[src/rtl/add_rr_arbiter.sv]
`timescale 1ns/1ps
`default_nettype none
// ============================================================================
// Module   : add_rr_arbiter
// Brief    : Round-robin arbiter over four requesters feeding a registered
//            WIDTH-bit adder with a one-entry valid/ready output stage.
//            Optional carry event counter enabled by ADD_ARB_CARRY_CNT_EN.
// Revision : 1.0 - initial release
// ============================================================================
module add_rr_arbiter #(
    parameter int WIDTH   = 4,
    parameter int NUM_REQ = 4
) (
    input  logic                     clk_in,
    input  logic                     rst_in,
    input  logic [NUM_REQ-1:0]       req_in,
    input  logic [NUM_REQ*WIDTH-1:0] a_in,
    input  logic [NUM_REQ*WIDTH-1:0] b_in,
    input  logic                     ready_in,
    output logic [NUM_REQ-1:0]       grant_out,
    output logic                     valid_out,
    output logic [1:0]               id_out,
    output logic [WIDTH-1:0]         sum_out,
    output logic                     carry_out
`ifdef ADD_ARB_CARRY_CNT_EN
    ,
    output logic [7:0]               carry_cnt_out
`endif
);

    typedef enum logic [0:0] {
        EMPTY = 1'b0,
        FULL  = 1'b1
    } state_t;

    localparam logic [7:0] c_cnt_max = 8'hFF;

    state_t             r_state;
    state_t             w_state_nxt;
    logic [1:0]         r_ptr;
    logic [1:0]         r_id;
    logic [WIDTH-1:0]   r_sum;
    logic               r_carry;

    logic               w_cap;
    logic               w_found;
    logic [1:0]         w_winner;
    logic [NUM_REQ-1:0] w_grant;
    logic [WIDTH-1:0]   w_opa;
    logic [WIDTH-1:0]   w_opb;
    logic [WIDTH:0]     w_sum_full;

    assign valid_out = (r_state == FULL);
    assign id_out    = r_id;
    assign sum_out   = r_sum;
    assign carry_out = r_carry;
    assign grant_out = w_grant;

    // A new capture is allowed whenever the output slot is empty or is
    // being drained in this same cycle.
    assign w_cap = (|req_in) && (!valid_out || ready_in) && !rst_in;

    // Rotating-priority search starting at the pointer.
    always_comb begin
        w_found  = 1'b0;
        w_winner = r_ptr;
        for (int k = 0; k < 4; k++) begin
            if (!w_found && req_in[r_ptr + 2'(k)]) begin
                w_found  = 1'b1;
                w_winner = r_ptr + 2'(k);
            end
        end
    end

    always_comb begin
        w_grant = '0;
        if (w_cap) begin
            w_grant[w_winner] = 1'b1;
        end
    end

    assign w_opa      = a_in[int'(w_winner)*WIDTH +: WIDTH];
    assign w_opb      = b_in[int'(w_winner)*WIDTH +: WIDTH];
    assign w_sum_full = {1'b0, w_opa} + {1'b0, w_opb};

    always_comb begin
        w_state_nxt = r_state;
        case (r_state)
            EMPTY:   if (w_cap) w_state_nxt = FULL;
            FULL:    if (!w_cap && ready_in) w_state_nxt = EMPTY;
            default: w_state_nxt = EMPTY;
        endcase
    end

    always_ff @(posedge clk_in) begin
        if (rst_in) begin
            r_state <= EMPTY;
            r_ptr   <= 2'd0;
            r_id    <= 2'd0;
            r_sum   <= '0;
            r_carry <= 1'b0;
        end else begin
            r_state <= w_state_nxt;
            // Result registers only move on a capture so a drained result
            // keeps its last value visible.
            if (w_cap) begin
                {r_carry, r_sum} <= w_sum_full;
                r_id             <= w_winner;
                r_ptr            <= w_winner + 2'd1;
            end
        end
    end

`ifdef ADD_ARB_CARRY_CNT_EN
    logic [7:0] r_carry_cnt;

    assign carry_cnt_out = r_carry_cnt;

    always_ff @(posedge clk_in) begin
        if (rst_in) begin
            r_carry_cnt <= 8'd0;
        end else if (w_cap && w_sum_full[WIDTH] && (r_carry_cnt != c_cnt_max)) begin
            r_carry_cnt <= r_carry_cnt + 8'd1;
        end
    end
`else
    // Counter absent in this build; the limit constant is kept for clarity.
    logic w_unused_cnt;
    assign w_unused_cnt = &c_cnt_max;
`endif

endmodule
`default_nettype wire

[config.mk]
export PLATFORM = sky130hd
export DESIGN_NAME = add_rr_arbiter
export DESIGN_NICKNAME = d
export VERILOG_FILES = /design/src/rtl/add_rr_arbiter.sv
export SDC_FILE = /design/constraint.sdc
export NUM_CORES = 1
export LEC_CHECK = 0
export ABC_CLOCK_PERIOD_IN_PS = 2680
export CAP_MARGIN = 20
export CORE_UTILIZATION = 27
export CTS_CLUSTER_SIZE = 12
export DETAILED_ROUTE_END_ITERATION = 8
export PLACE_DENSITY = 0.62
export SLEW_MARGIN = 20
export SYNTH_ARGS = -nofsm -noshare
export SYNTH_HDL_FRONTEND = slang
export SYNTH_SLANG_ARGS = --single-unit
[constraint.sdc]
create_clock -name clk_in -period 2.68 [get_ports clk_in]
set_clock_uncertainty 0.2 [all_clocks]
set_input_delay 0.536 -clock clk_in [delete_from_list [all_inputs] [get_ports clk_in]]
set_output_delay 0.536 -clock clk_in [all_outputs]
set_load 0.005 [all_outputs]
==> summary.txt <==
Run status
  • Status: finished with violations
  • Failing checks: setup timing

Floorplan
  • IO Pins: 51
  • Die Span Y: 60.1 µm
  • Die W: 60.1 µm
  • Area of the core: 3130 µm²
  • Full die area: 3610 µm²
  • Starting density of the core: 29.2%
  • Rows: 20

Route
  • Post-DR wirelength/cell: 12.5 µm
  • Via count: 1153
  • WL final: 3.01 mm
  • Routed Antenna Nets: 0
  • DRC Markers: 0
  • Vias per cell: 4.78
  • DR pass1 iterations: 4
  • DRT iter0 DRCs: 59

Clock tree
  • H-tree depth: 1
  • TritonCTS clock tree: done
  • CTS Sinks: 10
  • TritonCTS Buffers: 3
  • Post-CTS Hold Buffers: 0
  • Worst skew pair latency: 0.25 ns
  • CTS root buf: clkbuf_4
  • Clk slew on worst S/H paths: 0.06 ns
  • CTS Buffer Depth: 2

STA
  • Fmax: 365 MHz
  • Post-route setup slack: -0.0618 ns
  • Final Cycle Share: 102%
  • Min cycle time layout: 2.74 ns
  • Fin Setup TNS: -0.146 ns
  • Worst-margin pin slew: 0.480 ns
  • Setup violations, final: 5
  • Final Hold Fails: 0
  • RSZ-0062 raised after global routing: yes
  • Pins Over Slew Limit: 0
  • Slew Limit Headroom: 67.7%

Finish
  • Design area: 1770 µm²
  • Commonest non-fill, non-tap cell in the layout: clkdlybuf4s50_1
  • Share of cells above drive strength 1: 31.5%
  • # diodes: 0
  • Area growth syn-to-layout: 93.7%
  • Commonest cells after routing, fill and taps aside: clkdlybuf4s50_1, nand2_1, buf_4, dfxtp_1
  • Final Non-Filler Cells: 241
  • Filler cell count: 297
  • Nets@finish: 246

Logic synthesis
  • EDFF count, synth: 0
  • Sequential share of the synthesized area: 21.9%
  • Yosys Warn Count: 0
  • FFs w/ async S/R, synth: 0%
  • Syn nets: 172
  • Syn Inst Count: 124
  • Synth cell types: 28
  • Share of the synthesized area in the top cell type: 21.9%
  • Post-synth top area cell: dfxtp_1
  • Post-Syn Area: 912 µm²
  • Ys flop type: dfxtp_1
  • Avg Cell Area, Syn: 7.36 µm²
  • #FFs+latches synth: 10
  • Synth area leaders: dfxtp_1, nand2_1, ha_1

Power and ir drop
  • PwrDens: 727 nW/µm²
  • VDD IR-drop max: 0.000393 V
  • Pleak: 0.754 nW

GRT
  • Total GRT Usage: 17.5%
  • Initial antenna violation count: 0
  • Overflow after GRT: 0
  • Largest net degree at the start of global routing: 14
  • Vias in the first global route: 1134
  • First-pass GRT wire length: 4.82 mm

Placement
  • Placed insts: 230
  • Post-placement cell area: 1580 µm²
  • Post-place setup slack: -0.781 ns
  • HPWL after DPL: 2.28 mm
  • GPL Wtd Cong: 0.743
  • IO Port Bufs: 50

Setup path
  • Max incr delay on CP: 0.39 ns
  • Reg2Reg Setup Slack: 0 ns
  • Worst-path maximum fanout: 11
  • Worst-path cell chain: buf_6 -> buf_4 -> or3_1 -> o2111ai_2 -> nand2_1 -> buf_4 -> buf_8 -> a32oi_2 -> ha_2 -> inv_2 -> fa_2 -> inv_1 -> a21o_1 -> a21oi_2 -> o21ai_1
  • Worst EP arrival: 2.73 ns
  • Worst path required time: 2.67 ns
  • Top cell by count, worst path: buf_4
  • Slowest cell on crit path: fa_2
  • Setup crit end kind: flop
  • Worst path bufs/invs: 6
  • CP Class: input port to flop
  • CP delay by family, top: buffers and inverters
  • Worst setup SP type: input port

Min path
  • Worst min path class: flop to flop

Job
  • Count of max-cap constraint violations: 0
## logic make-up (layout without fill, tap and decap cells)
kind of cell / after synthesis / count (layout) / share of synthesized area, %
AOI/OAI and AO/OA: 34 / 34 / 24.8
xor gates and xnor gates: 2 / 2 / 1.92
adders and majority gates: 9 / 9 / 13.2
buffers and inverters: 12 / 85 / 7.68
DFF: 10 / 10 / 21.9
and+or+nand+nor: 57 / 57 / 30.5
## synth_stat cells (2+ instances only)
library cell and n:
nor2_1 3, ha_1 8, inv_1 4, dfxtp_1 10
and2_1 4, clkbuf_1 4, a32oi_1 8, a21oi_1 12
a21o_1 2, a211oi_1 2, nor2b_1 4, or3_1 3
xor2_1 2, a32o_1 2, nand3b_1 7, nand2_1 32
o21ai_0 6
## where the power goes
group	internal, mW	switching, mW	total [mW]
logic	0.507	0.417	0.923
clock network	0.0823	0.0481	0.130
registers	0.198	0.0331	0.231
total	0.787	0.498	1.28
## metal layers
layer / share of wire [%] / track usage [%] / routed length [µm] / vias to the layer above
li1: - / - / - / 586
met1: 47 / 21.7 / 1410 / 544
met2: 50 / 31.4 / 1500 / 23
met3: 3.2 / 2.81 / 97 / 0
met4: 0 / 3.32 / 0 / 0
met5: 0 / 0 / 0 / -
## layout make-up
| cell class | count | area (µm²) | share of cell area [%] |
|---|---|---|---|
| repair buffers | 76 | 707 | 40.0 |
| flip-flops and latches | 10 | 204 | 11.5 |
| clock buffers | 4 | 36.3 | 2.05 |
| inverters | 5 | 33.8 | 1.91 |
| multi-input cells | 102 | 731 | 41.4 |
| well taps | 44 | 55.1 | 3.12 |
## worst reg2reg max path, stage by stage (launching register included)
cell and delay [ns]:
dfxtp_1 0.36, or3_1 0.40, o2111ai_2 0.07, nand2_1 0.09, buf_4 0.15, buf_8 0.14
a32oi_2 0.21, ha_2 0.22, inv_2 0.04, fa_2 0.39, inv_1 0.06, a21o_1 0.13
a21oi_2 0.05, o21ai_1 0.10
## what timing repair did
| item | in CTS | in global routing |
|---|---|---|
| cloned | 0 | 0 |
| hold endpoints to repair | 0 | 0 |
| pin swaps | 13 | 9 |
| endpoints found under the setup margin | 8 | 8 |
| resized for setup | 48 | 15 |
| buffers inserted | 6 | 1 |
## worst paths after layout
| path | endpoint | depth (start not counted) | start |
|---|---|---|---|
| setup / recovery | carry_out | 15 | req_in[2] |
| hold / removal | id_out[0] | 2 | id_out[0] |
| setup reg to reg | carry_out | 13 | r_ptr[1] |
| hold reg to reg | id_out[0] | 2 | id_out[0] |
## metrics by stage
stage	util [%]	power (mW)	hold WS (ns)
after floorplan	-	0.677	0.253
after global placement	50.6	0.980	0.250
after detailed placement	50.6	0.997	0.255
after CTS	54.6	1.24	0.267
after global routing	56.5	1.40	0.319
final	56.5	1.28	0.265
## flip-flops by register name, summed over array words and instances (netlist names)
register,count
id_out,2
valid_out,1
r_ptr,2
carry_out,1
sum_out,4
Note: power is estimated with default switching activity, not from simulation.
